### src/rtl/recognition_controller_pkg.sv
// recognition_controller_pkg: shared state encoding, display code offsets and a clog2 helper
package recognition_controller_pkg;
  typedef enum logic [3:0] {
    S_RESET, S_INIT_WAIT, S_CLEAR_START, S_CLEAR_WAIT, S_IDLE,
    S_NN_START, S_NN_WAIT, S_DISPLAY, S_ERROR
  } state_t;
  localparam int BLANK_OFFSET = 0;
  localparam int ERR_OFFSET = 1;
  function automatic int clog2(input int v);
    int r;
    r = 0;
    while ((1 << r) < v) r++;
    return r;
  endfunction
endpackage

### src/rtl/recognition_controller_result_history.sv
// result_history: shift register of the last DEPTH results (slot 0 newest) with saturating count
module result_history #(
  parameter int DEPTH = 4,
  parameter int W = 4
) (
  input  logic                         clk,
  input  logic                         reset,
  input  logic                         push,
  input  logic [W-1:0]                 d,
  output logic [DEPTH*W-1:0]           digits,
  output logic [$clog2(DEPTH+1)-1:0]   count
);
  localparam int CN = $clog2(DEPTH + 1);
  always_ff @(posedge clk) begin
    if (reset) begin
      digits <= '0;
      count <= '0;
    end else if (push) begin
      for (int i = DEPTH - 1; i > 0; i--) digits[i*W +: W] <= digits[(i-1)*W +: W];
      digits[W-1:0] <= d;
      count <= count == CN'(DEPTH) ? count : count + 1'b1;
    end
  end
endmodule

### src/rtl/recognition_controller.sv
// recognition_controller: master FSM sequencing display init/clear, NN forward pass and result display
module recognition_controller
  import recognition_controller_pkg::*;
#(
  parameter int NUM_CLASSES = 10,
  parameter int DIGIT_W = 4,
  parameter int NN_TIMEOUT = 1048576,
  parameter int CLEAR_TIMEOUT = 1048576,
  parameter int AUTO_CLEAR = 0,
  parameter int HISTORY_DEPTH = 4
) (
  input  logic                                  clk,
  input  logic                                  reset,
  input  logic                                  en,
  input  logic                                  button,
  input  logic                                  graphic_driver_initialized,
  input  logic                                  painter_ready,
  output logic                                  clear_display,
  output logic                                  reset_display,
  output logic                                  enable_graphics,
  output logic                                  start_neural_network,
  output logic                                  enable_neural_network,
  output logic                                  reset_neural_network,
  input  logic                                  neural_network_done,
  input  logic [DIGIT_W-1:0]                    predicted_digit,
  output logic [DIGIT_W-1:0]                    output_digit,
  output logic                                  error,
  output logic [HISTORY_DEPTH*DIGIT_W-1:0]      history_digits,
  output logic [$clog2(HISTORY_DEPTH+1)-1:0]    history_count
);
  localparam int LIM_A = NN_TIMEOUT > CLEAR_TIMEOUT ? NN_TIMEOUT : CLEAR_TIMEOUT;
  localparam int LIM = LIM_A > AUTO_CLEAR ? LIM_A : AUTO_CLEAR;
  localparam int CW = clog2(LIM + 1) < 1 ? 1 : clog2(LIM + 1);
  localparam logic [DIGIT_W-1:0] BLANK = DIGIT_W'(NUM_CLASSES + BLANK_OFFSET);
  localparam logic [DIGIT_W-1:0] ERR = DIGIT_W'(NUM_CLASSES + ERR_OFFSET);
  state_t state, state_n;
  logic [CW-1:0] cnt;
  logic [DIGIT_W-1:0] result_q;
  logic button_q, btn_rise, nn_to, clr_to, auto_to, valid_done;
  assign btn_rise = button & ~button_q;
  // A zero limit disables the corresponding timer.
  assign nn_to = NN_TIMEOUT != 0 && cnt == CW'(NN_TIMEOUT - 1);
  assign clr_to = CLEAR_TIMEOUT != 0 && cnt == CW'(CLEAR_TIMEOUT - 1);
  assign auto_to = AUTO_CLEAR != 0 && cnt == CW'(AUTO_CLEAR - 1);
  assign valid_done = state == S_NN_WAIT && neural_network_done && predicted_digit < DIGIT_W'(NUM_CLASSES);
  always_comb begin
    state_n = state;
    {enable_graphics, reset_display, clear_display, enable_neural_network, reset_neural_network, start_neural_network} = 6'b000000;
    case (state)
      S_RESET: begin
        {enable_graphics, reset_display, clear_display, enable_neural_network, reset_neural_network, start_neural_network} = 6'b111010;
        state_n = S_INIT_WAIT;
      end
      S_INIT_WAIT: begin
        {enable_graphics, reset_display, clear_display, enable_neural_network, reset_neural_network, start_neural_network} = 6'b100010;
        state_n = graphic_driver_initialized ? S_CLEAR_START : clr_to ? S_ERROR : S_INIT_WAIT;
      end
      S_CLEAR_START: begin
        {enable_graphics, reset_display, clear_display, enable_neural_network, reset_neural_network, start_neural_network} = 6'b101010;
        state_n = S_CLEAR_WAIT;
      end
      S_CLEAR_WAIT: begin
        {enable_graphics, reset_display, clear_display, enable_neural_network, reset_neural_network, start_neural_network} = 6'b100010;
        state_n = painter_ready ? S_IDLE : clr_to ? S_ERROR : S_CLEAR_WAIT;
      end
      S_IDLE: begin
        {enable_graphics, reset_display, clear_display, enable_neural_network, reset_neural_network, start_neural_network} = 6'b100010;
        state_n = btn_rise ? S_NN_START : S_IDLE;
      end
      S_NN_START: begin
        {enable_graphics, reset_display, clear_display, enable_neural_network, reset_neural_network, start_neural_network} = 6'b000101;
        state_n = S_NN_WAIT;
      end
      S_NN_WAIT: begin
        {enable_graphics, reset_display, clear_display, enable_neural_network, reset_neural_network, start_neural_network} = 6'b000100;
        state_n = neural_network_done ? (valid_done ? S_DISPLAY : S_ERROR) : nn_to ? S_ERROR : S_NN_WAIT;
      end
      S_DISPLAY: state_n = btn_rise || auto_to ? S_CLEAR_START : S_DISPLAY;
      S_ERROR: begin
        {enable_graphics, reset_display, clear_display, enable_neural_network, reset_neural_network, start_neural_network} = 6'b000010;
        state_n = btn_rise ? S_RESET : S_ERROR;
      end
      default: state_n = S_RESET;
    endcase
  end
  assign error = state == S_ERROR;
  assign output_digit = state == S_DISPLAY ? result_q : state == S_ERROR ? ERR : BLANK;
  always_ff @(posedge clk) begin
    if (reset) begin
      state <= S_RESET;
      cnt <= '0;
      button_q <= 1'b0;
      result_q <= '0;
    end else if (en) begin
      state <= state_n;
      cnt <= state_n != state ? '0 : &cnt ? cnt : cnt + 1'b1;
      button_q <= button;
      if (valid_done) result_q <= predicted_digit;
    end
  end
  result_history #(.DEPTH(HISTORY_DEPTH), .W(DIGIT_W)) u_hist (
    .clk(clk),
    .reset(reset),
    .push(en & valid_done),
    .d(predicted_digit),
    .digits(history_digits),
    .count(history_count)
  );
endmodule

### config.mk
export PLATFORM = sky130hd
export DESIGN_NAME = recognition_controller
export DESIGN_NICKNAME = d
export VERILOG_FILES = /design/src/rtl/recognition_controller_pkg.sv /design/src/rtl/recognition_controller_result_history.sv /design/src/rtl/recognition_controller.sv
export SDC_FILE = /design/constraint.sdc
export NUM_CORES = 1
export LEC_CHECK = 0
export BUFFER_PORTS_ARGS = -buffer_cell sky130_fd_sc_hd__buf_2
export CAP_MARGIN = 10
export CORE_UTILIZATION = 39
export DETAILED_ROUTE_END_ITERATION = 6
export PLACE_DENSITY_LB_ADDON = 0.08
export SLEW_MARGIN = 20
export SYNTH_ARGS = -nofsm -noshare
export SYNTH_HDL_FRONTEND = slang
export SYNTH_HIERARCHICAL = 1
export SYNTH_SLANG_ARGS = --single-unit
### constraint.sdc
create_clock -name clk -period 2.3 [get_ports clk]
set_input_delay 0.46 -clock clk [delete_from_list [all_inputs] [get_ports clk]]
set_output_delay 0.46 -clock clk [all_outputs]
set_load 0.01 [all_outputs]
==> results of run 1 <==
==> layout make-up <==
class                           count  area (sq um)
Multi-Input combinational cell    231          1570
Tap cell                           77          96.3
Clock inverter                      3          68.8
Timing Repair Buffer               63           389
Clock buffer                        5          68.8
Sequential cell                    49           982
Fill cell                         628          3260
Inverter                           15          56.3
==> cells in the final DEF (no fill, tap or decap), drive strengths merged, types with 6 or more instances in the layout <==
cell type   n
buf        63
dfxtp      49
nor2       42
nand2      25
mux2i      23
inv        16
nor3       15
a21oi      13
o21ai      13
nand4      12
nand3      11
a31oi       9
nor2b       6
nand2b      6
nand4b      6
==> power groups by stage <==
| stage | sequential [mW] | combinational [mW] | clock, mW |
|---|---|---|---|
| 2_1_floorplan | 0.884 | 0.149 | 0 |
| 3_3_place_gp | 0.889 | 0.215 | 0 |
| 3_5_place_dp | 0.888 | 0.215 | 0 |
| 4_1_cts | 0.869 | 0.216 | 0.768 |
| 5_1_grt | 0.871 | 0.247 | 0.805 |
| 6_report | 0.869 | 0.225 | 0.756 |
==> state kept, by name, indices dropped and copies added (netlist names) <==
register,flops
state,4
button_q,1
u_hist/count,3
cnt,21
result_q,4
u_hist/digits,16
==> routing by layer <==
layer,up-vias,routed length [um],track usage [%]
met5,-,0,0
li1,1215,-,-
met3,6,199,4.18
met4,0,65,4.62
met2,33,2810,28.7
met1,1127,3410,27.5
==> kinds of logic (layout without fill, tap and decap cells) <==
logic type	after synthesis	in the layout	synth area share, %
mux	25	25	9.53
xor+xnor	7	7	2.28
fa+ha+maj	4	4	1.77
compound gates	50	50	14.0
simple gates	145	145	30.3
flops	49	49	36.4
buf+inv	32	86	5.71
==> timing repair <==
item	in CTS	in global routing
resized for setup	0	3
setup endpoints to repair	0	15
setup buffers	0	1
==> how the worst max path moves through the flow <==
stage                        from  slack (ns)               to
2_1_floorplan                  en        0.10  u_hist/count[0]
3_3_place_gp   predicted_digit[3]        0.12           cnt[5]
3_5_place_dp   predicted_digit[3]        0.08           cnt[5]
4_1_cts                    cnt[0]        0.11           cnt[5]
5_1_grt                  state[1]        0.01           cnt[5]
6_report                 state[0]        0.14  u_hist/count[0]
==> worst reg2reg max path: cells and delay by family, from the launching register on <==
family,cells,cell delay [ns]
AOI/OAI and AO/OA,1,0.28
buffers and inverters,1,0.17
and+or+nand+nor,4,0.94
DFF,1,0.36
muxes,1,0.31
==> through the flow <==
step	area [sq um]	power (mW)	setup WS, ns	utilization [%]
after floorplan	2690	1.03	0.105	-
after global placement	3060	1.10	0.118	47.1
after detailed placement	3060	1.10	0.0783	47.1
after CTS	3190	1.85	0.109	49.2
after global routing	3230	1.92	0.0138	49.7
final	3230	1.85	0.143	49.7
==> impl_metrics.toml, run 1 <==
[worst_setup_path]
crit_path_max_incr_delay_ns = 0.36
critPathTopFamily = "simple AND/OR/NAND/NOR gates"
crit_fanout = 6
reg2reg_slack_ns = 0.14
end_kind = "flop"
slowest_stage = "dfxtp_1"
crit_type = "flop to flop"
reg2reg_from = "state[0]"
crit_chain = "buf_4 > and2b_1 > nand2_1 > nor2_1 > nor4b_4 > a21boi_4 > mux2_4"
reg2reg_depth = 7
worstSetupStartpointType = "flop"
worstPathArrival_ns = 2.36
critPathRequiredTime_ns = 2.51
r2r_end = "u_hist/count[0]"
path_depth = 7
cp_num_buf_inv = 1

[placement]
numPortBuffers = 40
placed_cells = 434
gp_congestion = 0.796
hpwlAfterDp_um = 4670

[sta]
tightest_slew_ns = 0.543
whs_ns = 0.408
fin_skew_ns = 0.00454
rsz0062_at_grt = "no"
slew_headroom_pct = 63.7
min_period_ns = 2.16
hold_viol = 0
slew_viol_final = 0
fin_crit_sh_pct = 93.8
report.final.setup_viol = 0
max_freq_ghz = 0.464
fin_setup_tns_ns = 0

[die]
core_sq_um = 6490
dieArea_sq_um = 7240
ios = 41
die_x_um = 85.1
rows = 29
start_util_pct = 41.5
die_h_um = 85.1

[synth]
yosysMostFrequentCell = "dfxtp_1"
yosys_warnings = 6
syn_nets = 326
synth-edff-count = 0
synthArstFlopShare_pct = 0
syn_avg_cell_area_sq_um = 8.63
synth.distinct_cells = 61
synth_top_flop_cell = "dfxtp_1"
netlist_area_sq_um = 2690
synthCells = 312
synth_common_cells = "dfxtp_1 (49), nor2_1 (40), nand2_1 (25), mux2i_1 (23), inv_1 (14)"
ys_top_cells_by_area = "dfxtp_1 (36%), mux2i_1 (8.6%), nor2_1 (5.6%)"
yosysTopAreaCell = "dfxtp_1"
synth_top_area_share_pct = 36.4
ys_seq_area_share_pct = 36.4
ys_ff_latch = 49

[power_and_ir_drop]
ir_drop_mv = 0.305
p_int_mw = 1.39
p_seq_share_pct = 47.0
p_per_area_nw_per_um2 = 572
p_clk_share_pct = 40.9
switching_share_pct = 25.0
p_sw_mw = 0.463
cellLeakagePower_nw = 1.24
power_frac_comb_pct = 12.2

[job]
cap_violations = 0

[hold_path]
hold_start = "predicted_digit[0]"
hp-class = "input pin to flop"
hold_end = "result_q[0]"
hold_path_depth = 3

[clock_network]
cts.htree.levels = 2
clock_sinks = 49
cts_buffer_depth = 2
clk_pin_slew_ns = 0.10
cts_root_buf = "clkbuf_8"
worst_skew_pair.late_latency_ns = 0.31
cts_tree = "yes"
ctsHoldBuffers = 0
cts_buffers = 5

[cells_and_area]
nNetsFinal = 379
diodes = 0
layout.cells.non_filler = 443
area_delta_synth_final_pct = 20.0
drive_gt1_share_pct = 24.3

[global_routing]
grt_util_all_layers_pct = 19.0
grt_pass1_wl_um = 11100
grt_overflow = 0
grt_pass1_vias = 2248
antenna_found_initial = 0
grt_max_degree = 34

[routing]
viasPerCell = 5.37
vias = 2381
drtIter0Drc = 133
routedWlPerCell_um = 14.6
drt_wl_total_um = 6480
ant_nets = 0
drc = 0
dr.pass1.iters = 4

[status]
outcome = "completed"
Note: power is estimated with default switching activity, not from simulation.
==> run 2, diff against run 1 <==
==> constraint.sdc (replaced) <==
create_clock -name clk -period 2.5 [get_ports clk]
set_input_delay 0.5 -clock clk [delete_from_list [all_inputs] [get_ports clk]]
set_output_delay 0.5 -clock clk [all_outputs]
set_load 0.01 [all_outputs]
==> impl_metrics.toml, run 2 (synthesis results as in run 1) <==
[status]
outcome = "completed"

[die]
die_x_um = 85.1
start_util_pct = 41.5
core_sq_um = 6490
ios = 41
rows = 29
dieArea_sq_um = 7240
die_h_um = 85.1

[power_and_ir_drop]
ir_drop_mv = 0.302
p_seq_share_pct = 54.0
cellLeakagePower_nw = 1.16
p_sw_mw = 0.405
p_int_mw = 1.09
p_clk_share_pct = 33.6
switching_share_pct = 27.2
p_per_area_nw_per_um2 = 483
power_frac_comb_pct = 12.4

[placement]
hpwlAfterDp_um = 4530
dpl_cell_area_sq_um = 2990
numPortBuffers = 40
gp_congestion = 0.798

[worst_setup_path]
crit_chain = "ha_1 > nand4_1 > nor3_4 > a32oi_2 > o22ai_4 > nor2_8 > o21ai_4 > nor3_1"
slowest_stage = "dfxtp_1"
worstPathArrival_ns = 2.49
worstSetupStartpointType = "flop"
end_kind = "flop"
critPathRequiredTime_ns = 2.68
cp_num_buf_inv = 0
crit_fanout = 19
crit_path_max_incr_delay_ns = 0.41
crit_type = "flop to flop"
critPathTopFamily = "compound AO/OA/AOI/OAI gates"

[global_routing]
grt_pass1_vias = 2183
grt_overflow = 0
use_met1_pct = 26.7
grt_max_degree = 29
grt_pass1_wl_um = 10800
top_usage_layer = "met2"
antenna_found_initial = 0
use_met3_pct = 3.50
grt_util_all_layers_pct = 18.5
grt_util_met2_pct = 27.6

[sta]
max_freq_ghz = 0.434
slew_viol_final = 0
slew_headroom_pct = 71.4
min_period_ns = 2.30
report.final.setup_viol = 0
fin_crit_sh_pct = 92.2
fin_setup_tns_ns = 0
tightest_slew_ns = 0.427
fin_skew_ns = 0.00951
rsz0062_at_grt = "no"
hold_viol = 0

[clock_network]
cts.htree.levels = 2
clk_pin_slew_ns = 0.10
worst_skew_pair.late_latency_ns = 0.30
clock_sinks = 49
cts_buffer_depth = 2
cts_buffers = 5
cts_root_buf = "clkbuf_8"
ctsHoldBuffers = 0
ctsResizeCount = 0
cts_tree = "yes"
cts_setup_buffers = 0

[routing]
ant_nets = 0
drc = 0
dr.pass1.iters = 4
vias = 2293
viasPerCell = 5.30
drt_wl_total_um = 6400
drtIter0Drc = 169
routedWlPerCell_um = 14.8

[hold_path]
hp-class = "input pin to flop"

[cells_and_area]
nNetsFinal = 369
finalInstanceArea_sq_um = 3090
area_delta_synth_final_pct = 14.6
top_register = "cnt"
drive_gt1_share_pct = 21.9
final_common_cell = "dfxtp_1"
reg_top3 = "cnt: 21 flops, u_hist/digits: 16 flops"
diodes = 0
most-common-layout-cells = "dfxtp_1 (49), nor2_1 (40), buf_2 (40)"
largest_register_ffs = 21

[job]
cap_violations = 0
==> run 2: changes by cell type in the layout (fill, tap and decap cells not counted), sizes merged <==
cell / before / now
buf: 63 / 53
bufinv: 2 / 0
clkinv: 0 / 2
clkbuf: 5 / 6
inv: 16 / 15
==> run 2: path summary, 6_finish.rpt <==
path / start / to / slack [ns] / depth (start not counted)
setup / recovery: cnt[0] / cnt[15] / 0.20 / 8
hold / removal: predicted_digit[0] / result_q[0] / 0.45 / 3
setup reg to reg: cnt[0] / cnt[15] / 0.20 / 8
hold reg to reg: u_hist/digits[14] / u_hist/digits[14] / 0.50 / 2
==> run 2: area by class of cell <==
type                       count  area (sq um)
fill                         630          3410
multi-input combinational    231          1560
sequential                    49           981
timing repair buffer          53           298
tap                           77          96.3
clock buffer                   6          82.6
inverter                      15          56.3
clock inverter                 2          13.8
==> run 2: worst min-delay path, stage by stage <==
cell and delay [ns]:
buf_2 0.09, mux2i_1 0.06, nor2_1 0.07
==> run 2: stage by stage <==
stage                     worst slack, ns  hold WS, ns  utilization, %  power, mW  instances
after global placement              0.254        0.470            46.0       1.01        425
after CTS                           0.210        0.443            47.5       1.51        433
final                               0.196        0.448            47.5       1.49        433
after detailed placement            0.184        0.476            46.0       1.01        425
after floorplan                     0.265        0.451               -      0.950        312
after global routing               0.0230        0.466            47.5       1.56        433
==> run 2: layer usage <==
layer / wire length (um) / up-vias
met5: 0 / -
met4: 43 / 0
met3: 268 / 2
met2: 2720 / 42
met1: 3370 / 1048
li1: - / 1201
==> run 2: power by group through the flow <==
| stage | Combinational, mW | Clock, mW | Sequential [mW] |
|---|---|---|---|
| floorplan | 0.137 | 0 | 0.813 |
| global placement | 0.183 | 0 | 0.823 |
| detailed placement | 0.184 | 0 | 0.823 |
| CTS | 0.185 | 0.520 | 0.805 |
| global route | 0.202 | 0.550 | 0.807 |
| finish | 0.185 | 0.501 | 0.805 |
